`src/rtl/pe_grid_pkg.sv`:
```
// Shared constants, FSM state type and packed vector type for the PE-grid scheduler.
// The config-legality helper is kept here so the RTL and its users agree on the rule.
package pe_grid_pkg;
  localparam int ROWS      = 12;
  localparam int COLS      = 14;
  localparam int DW        = 16;
  localparam int TAG_W     = 4;
  localparam int LEN_W     = 8;
  localparam int DRAIN_CYC = 12;

  typedef enum logic [1:0] {
    IDLE   = 2'd0,
    LOAD_W = 2'd1,
    STREAM = 2'd2,
    DRAIN  = 2'd3
  } sched_state_e;

  typedef logic [COLS*DW-1:0] wvec_t;

  function automatic logic cfg_legal(input logic [TAG_W-1:0] rows, input logic [LEN_W-1:0] len);
    return (rows != '0) && (rows <= TAG_W'(ROWS)) && (len != '0);
  endfunction
endpackage

```
`src/rtl/pe_grid_scheduler.sv`:
```
// Loads weight rows, streams image vectors, then waits out the psum chain; grid outputs registered (1 cycle).
// Readies decode state only and never overlap; optional stall counter under PE_SCHED_STALL_CNT_EN.
module pe_grid_scheduler
  import pe_grid_pkg::*;
(
  input  logic               clk,
  input  logic               rst,
  input  logic               start,
  input  logic               abort,
  input  logic [TAG_W-1:0]   cfg_num_rows,
  input  logic [LEN_W-1:0]   cfg_img_len,
  input  logic               w_valid,
  output logic               w_ready,
  input  wvec_t              w_data,
  input  logic               img_valid,
  output logic               img_ready,
  input  wvec_t              img_data,
  output wvec_t              row_weight_vals,
  output logic [TAG_W-1:0]   tag_row,
  output logic               valid_y,
  output wvec_t              image_val_vec,
  output logic [COLS-1:0]    valid_x_vec,
  output logic               psum_valid,
  output logic               busy,
  output logic               cfg_err,
  output logic [15:0]        stall_cnt
);

  localparam int DRAIN_LOAD = (DRAIN_CYC == 0) ? 1 : DRAIN_CYC;
  localparam int DRAIN_W    = $clog2(DRAIN_LOAD + 1);

  sched_state_e        state;
  logic [TAG_W-1:0]    cfg_rows;
  logic [LEN_W-1:0]    cfg_len;
  logic [TAG_W-1:0]    row_cnt;
  logic [LEN_W-1:0]    beat_cnt;
  logic [DRAIN_W-1:0]  drain_cnt;

  assign w_ready   = (state == LOAD_W);
  assign img_ready = (state == STREAM);
  assign busy      = (state != IDLE);

  always_ff @(posedge clk or negedge rst) begin
    if (!rst) begin
      state           <= IDLE;
      cfg_rows        <= '0;
      cfg_len         <= '0;
      row_cnt         <= '0;
      beat_cnt        <= '0;
      drain_cnt       <= '0;
      row_weight_vals <= '0;
      tag_row         <= '0;
      valid_y         <= 1'b0;
      image_val_vec   <= '0;
      valid_x_vec     <= '0;
      psum_valid      <= 1'b0;
      cfg_err         <= 1'b0;
    end else begin
      valid_y     <= 1'b0;
      valid_x_vec <= '0;
      psum_valid  <= 1'b0;
      cfg_err     <= 1'b0;
      // Abort beats everything, including a handshake completing this cycle.
      if (abort) begin
        state     <= IDLE;
        row_cnt   <= '0;
        beat_cnt  <= '0;
        drain_cnt <= '0;
      end else begin
        case (state)
          IDLE: begin
            if (start) begin
              if (cfg_legal(cfg_num_rows, cfg_img_len)) begin
                cfg_rows <= cfg_num_rows;
                cfg_len  <= cfg_img_len;
                row_cnt  <= '0;
                beat_cnt <= '0;
                state    <= LOAD_W;
              end else begin
                cfg_err <= 1'b1;
              end
            end
          end
          LOAD_W: begin
            if (w_valid) begin
              row_weight_vals <= w_data;
              tag_row         <= row_cnt;
              valid_y         <= 1'b1;
              row_cnt         <= row_cnt + TAG_W'(1);
              if (row_cnt == cfg_rows - TAG_W'(1)) state <= STREAM;
            end
          end
          STREAM: begin
            if (img_valid) begin
              image_val_vec <= img_data;
              valid_x_vec   <= '1;
              beat_cnt      <= beat_cnt + LEN_W'(1);
              if (beat_cnt == cfg_len - LEN_W'(1)) begin
                state     <= DRAIN;
                drain_cnt <= DRAIN_W'(DRAIN_LOAD);
              end
            end
          end
          DRAIN: begin
            if (drain_cnt == DRAIN_W'(1)) begin
              psum_valid <= 1'b1;
              drain_cnt  <= '0;
              state      <= IDLE;
            end else begin
              drain_cnt <= drain_cnt - DRAIN_W'(1);
            end
          end
          default: state <= IDLE;
        endcase
      end
    end
  end

`ifdef PE_SCHED_STALL_CNT_EN
  always_ff @(posedge clk or negedge rst) begin
    if (!rst) begin
      stall_cnt <= '0;
    end else if (state == IDLE && start && !abort && cfg_legal(cfg_num_rows, cfg_img_len)) begin
      stall_cnt <= '0;
    end else if (((state == LOAD_W && !w_valid) || (state == STREAM && !img_valid)) &&
                 stall_cnt != 16'hFFFF) begin
      stall_cnt <= stall_cnt + 16'd1;
    end
  end
`else
  assign stall_cnt = '0;
`endif

endmodule

```
`config.mk`:
```
export PLATFORM = sky130hd
export DESIGN_NAME = pe_grid_scheduler
export DESIGN_NICKNAME = d
export VERILOG_FILES = /design/src/rtl/pe_grid_pkg.sv /design/src/rtl/pe_grid_scheduler.sv
export SDC_FILE = /design/constraint.sdc
export NUM_CORES = 1
export LEC_CHECK = 0
export CAP_MARGIN = 20
export CORE_AREA = 2 2 368 370
export CTS_CLUSTER_SIZE = 30
export DETAILED_ROUTE_END_ITERATION = 8
export DIE_AREA = 0 0 370 372
export REMOVE_ABC_BUFFERS = 1
export SLEW_MARGIN = 20
export SYNTH_ARGS = -nofsm -noshare
export SYNTH_HDL_FRONTEND = slang
export SYNTH_SLANG_ARGS = --single-unit
```
`constraint.sdc`:
```
create_clock -name clk -period 4.5 [get_ports clk]
set_clock_uncertainty 0.2 [all_clocks]
set_input_delay 0.9 -clock clk [delete_from_list [all_inputs] [get_ports clk]]
set_output_delay 0.9 -clock clk [all_outputs]
set_load 0.01 [all_outputs]
```
## After elaboration in Yosys (flattened, before gate mapping)

Index checks and enable logic that the tools add are counted.
W data, S select, Z words.

- Register bits after elaboration: 499
- Input port bits: 466
- Output and inout port bits: 488

- $add $sub $neg: 5
- Order comparisons: 1
- Equality and inequality tests: 13
- Mux-type cells: 37
- Bitwise gates (word level): 1
- Reductions and logical operators: 16

Operators by type and width:

| kind | number |
|---|---|
| $mux W14 | 3 |
| $mux W4 | 8 |
| $mux W8 | 4 |
| $mux W2 | 8 |
| $pmux W4 S2 | 2 |
| $pmux W8 S2 | 1 |
| $ne A3 B3 Y1 const B | 5 |
| $reduce_and A4 Y1 | 3 |
| $mux W1 | 10 |
| $reduce_and A3 Y1 | 3 |
| $reduce_bool A3 Y1 | 3 |
| $add A8 B1 Y8 const B | 1 |
| $eq A8 B8 Y1 | 1 |
| $pmux W2 S4 | 1 |
| $reduce_bool A8 Y1 | 1 |
| $sub A4 B1 Y4 const B | 2 |
| $sub A8 B1 Y8 const B | 1 |
| $reduce_and A7 Y1 | 1 |
| $ne A3 B2 Y1 const B | 2 |
| $add A4 B1 Y4 const B | 1 |
| $eq A2 B2 Y1 const B | 2 |
| $eq A4 B1 Y1 const B | 1 |
| $eq A4 B4 Y1 | 1 |
| $le A4 B4 Y1 const B | 1 |
| other kinds (6) | 7 |

## Depth between registers and ports, before layout

- Word-level depth: 7
- Depth in mapped cells: 10
- Mapped depth without buffers: 8

## Least setup slack after synthesis

Ideal clock, no wire load.

- Kind: input -> register
- Start point: input cfg_num_rows[1]
- End point: register cfg_len[6]
- Setup time: 0.125 ns
- Arrival time: 2.443 ns
- Data required time: 4.175 ns
- Slack: 1.733 ns
- Cell stages on the path: 5
- Path buffers: 1
- Cell sequence: o211ai_1 o2111ai_1 nor3_1 clkbuf_1 mux2_2

- Word-level cells in the longest chain between the ends: 4
- Elaborated cells on any way between the ends: 5

Ends and longest elaborated chain:

| element | RTL line | text |
|---|---|---|
| start: declaration | pe_grid_scheduler.sv:10 | `input logic [TAG_W-1:0] cfg_num_rows,` |
| $le A4 B4 Y1 / $reduce_bool A4 Y1 (equally long branches) | pe_grid_pkg.sv:21 | `return (rows != '0) && (rows <= TAG_W'(ROWS)) && (len != '0);` |
| $logic_and A1 B1 Y1 * (2 in series) | pe_grid_pkg.sv:21 |  |
| $reduce_and A4 Y1 (no source line) * | -- |  |
| end signal: assignment | pe_grid_scheduler.sv:75 | `cfg_len <= cfg_img_len;` |
| end: declaration | pe_grid_scheduler.sv:34 | `logic [LEN_W-1:0] cfg_len;` |

Mark *: on every way between the ends. The rest lies on a longest branch, timed or not.
A chain may end at the register's enable or synchronous reset.

==> impl_metrics.py <==
metrics = {
    "outcome": {
        "status": "complete, no violations",
    },
    "cells_and_area": {
        "utilization": 0.244,
        "fin_nets": 3102,
        "final_area_mm2": 0.0327,
        "regArea_mm2": 0.0122,
        "instances_no_fill": 4461,
        "fill_cells": 14300,
        "multiInputGateArea_mm2": 0.00632,
        "areaGrowthSynthToFinish_pct": 71.8,
        "drive_gt1_frac": 0.142,
    },
    "worst_setup_path": {
        "path_cells": "clkdlybuf4s50_1",
        "reg2reg_slack_ps": 1540,
        "cp.arrival_ps": 2390,
        "rr_worst_depth": 8,
        "reg2reg_from": "state[0]",
        "worstSetupPathType": "reg -> out",
        "cp_slowest_stage_delay_ps": 1020,
        "crit-reg2reg-capture": "image_val_vec[210]",
        "path_delay_family": "flip-flops",
        "start_kind": "flip-flop",
        "path_buf_inv": 1,
        "worst_ep_required_time_ps": 3400,
        "crit_fanout": 14,
        "cp_slowest_cell": "dfrtp_1",
        "cp-end-kind": "output port",
    },
    "routing": {
        "routedWlPerCell_um": 21.6,
        "drc": 0,
        "drt_pass1_iterations": 4,
        "antenna_left": 0,
        "postRouteWirelength_mm": 96.2,
        "vias": 16000,
        "drt_iter0_markers": 883,
        "vias_per_cell": 3.58,
    },
    "sta": {
        "max_freq_mhz": 286,
        "worst_pin_slew_ps": 1270,
        "rsz0062_at_grt": "false",
        "min_period_ps": 3490,
        "tns_ps": 0,
        "final-max-slew-violation-count": 0,
        "finalSetupViolCount": 0,
        "fin_crit_sh": 0.776,
        "slew_headroom": 0.152,
        "hold_viol_final": 0,
    },
    "clock_tree": {
        "clock_latency_ps": 640,
        "cts_resized": 0,
        "root_buffer": "clkbuf_16",
        "cts-htree-levels": 2,
        "clk_path_buf_depth": 3,
        "cts_setup_buffers": 0,
        "clkTransAtPathRegs_ps": 60,
        "cts_sinks": 486,
        "cts-hold-fix-buffers": 0,
        "cts_buffers": 59,
        "cts_tree": "yes",
    },
    "power": {
        "p_total_mw": 21.9,
        "leakagePower_nw": 14.2,
        "peakVddDrop_mv": 0.341,
        "power.density_mw_per_mm2": 669,
    },
    "die": {
        "core-area_mm2": 0.134,
        "die_x_um": 370,
        "std_cell_rows": 135,
        "dieArea_mm2": 0.138,
        "ioPinCount": 954,
        "floorplan.initialDensity": 0.142,
        "die_h_um": 372,
    },
    "synthesis": {
        "synth.area.mux_share": 0.138,
        "yosysMostFrequentCell": "nand2_1",
        "synth_cell_types": 51,
        "synth_seq_cells": 486,
        "synth_top_family_by_area": "simple AND/OR/NAND/NOR gates",
        "synth_top_area_cell": "dfrtp_1",
        "synth-edff-count": 0,
        "yosys.area.top_type_share": 0.638,
        "synth_commonest_cells": "nand2_1 (695), dfrtp_1 (486), mux2_2 (232)",
        "synthSimpleGateAreaFrac": 0.153,
        "synthFlopType": "dfrtp_1",
        "synthAdderAreaFrac": 0.00722,
        "ys_seq_area_frac": 0.638,
        "syn_inst": 1684,
        "synthTopCellsByArea": "dfrtp_1 (64%), mux2_2 (14%), nand2_1 (14%)",
        "ys_async_sr_fraction": 1.00,
        "netlist_area_mm2": 0.0191,
        "synth_xor_area_frac": 0.00598,
        "syn_area_per_cell_um2": 11.3,
        "synth_compound_area_frac": 0.0240,
        "yosys_warnings": 0,
    },
    "placed_design": {
        "place_inst": 4345,
        "io_buffers": 937,
        "dpl.hpwl_mm": 77.6,
        "gp_congestion": 0.808,
        "placed_area_mm2": 0.0306,
    },
    "grt": {
        "grtUsageTotal": 0.132,
        "overflow": 0,
        "first_global_vias": 15800,
        "grt_pass1_wl_mm": 127,
        "grt_start_max_net_pins": 163,
        "antenna_found_initial": 63,
    },
    "flow_run": {
        "drv_cap": 0,
    },
    "worst_hold_path": {
        "hold_path.class": "in -> async",
    },
}
power breakdown:
| group | switching [mW] | internal [mW] |
|---|---|---|
| registers | 1.21 | 6.39 |
| logic | 4.11 | 4.99 |
| clock network | 2.05 | 3.14 |
metal layers:
metal	share of wire	track usage	up-vias
li1	-	-	7301
met1	0.39	0.151	7834
met2	0.48	0.214	661
met3	0.11	0.0696	181
met4	0.023	0.0361	2
met5	0.00012	0	-
stage by stage:
step	hold slack, ps	setup slack [ps]
finish	105	1010
floorplan	274	-5910
CTS	104	867
global placement	259	1010
global route	113	902
detailed placement	261	947
worst max-delay path by stage:
stage | startpoint | to | slack, ps | cells after the start
global route | valid_x_vec[12] | valid_x_vec[7] | 900 | 1
finish | valid_x_vec[12] | valid_x_vec[7] | 1010 | 1
global placement | abort | image_val_vec[76] | 1010 | 6
detailed placement | abort | image_val_vec[210] | 950 | 6
CTS | valid_x_vec[12] | valid_x_vec[7] | 870 | 1
floorplan | abort | valid_y | -5910 | 3
state kept, by name, summed over array words and instances (netlist names), 2 cells and up:
register	cells
row_cnt	4
cfg_rows	4
image_val_vec	224
tag_row	4
row_weight_vals	224
state	2
drain_cnt	4
beat_cnt	8
cfg_len	8
cell type report:
class / count / share of cell area
flip-flops and latches: 486 / 0.371
multi-input cells: 1086 / 0.193
clock inverters: 26 / 0.0128
clock buffers: 80 / 0.0515
repair buffers: 974 / 0.300
inverters: 18 / 0.00229
diodes: 10 / 0.000764
well taps: 1781 / 0.0681
cells in the final DEF, fill, tap and decap left out, types with 3 or more instances in the layout:
cell type          n
clkdlybuf4s50_1  936
nand2_1          694
dfrtp_1          486
mux2_2           232
clkbuf_16         59
buf_4             24
o21ai_0           22
inv_1             17
conb_1            16
clkbuf_8          13
buf_12            13
ha_1              11
diode_2           10
a21oi_1            9
bufinv_16          9
nor2_1             8
xnor2_1            8
o31ai_1            8
clkinv_2           8
clkbuf_1           8
nand2b_1           7
nand3_1            6
xor2_1             5
or4_1              4
o211ai_1           4
o31a_1             4
inv_6              4
nor2b_1            3
nor3_1             3
nand4_1            3
and2_1             3
logic make-up (layout without fill, tap and decap cells):
group                      count (synthesis)  count (layout)
adders and majority gates                 11              11
AOI/OAI and AO/OA                         68              68
other                                      1              26
and+or+nand+nor                          744             744
buffers and inverters                    127            1098
xor gates and xnor gates                  13              13
muxes                                    234             234
DFF                                      486             486
Note: power is estimated with default switching activity, not from simulation.
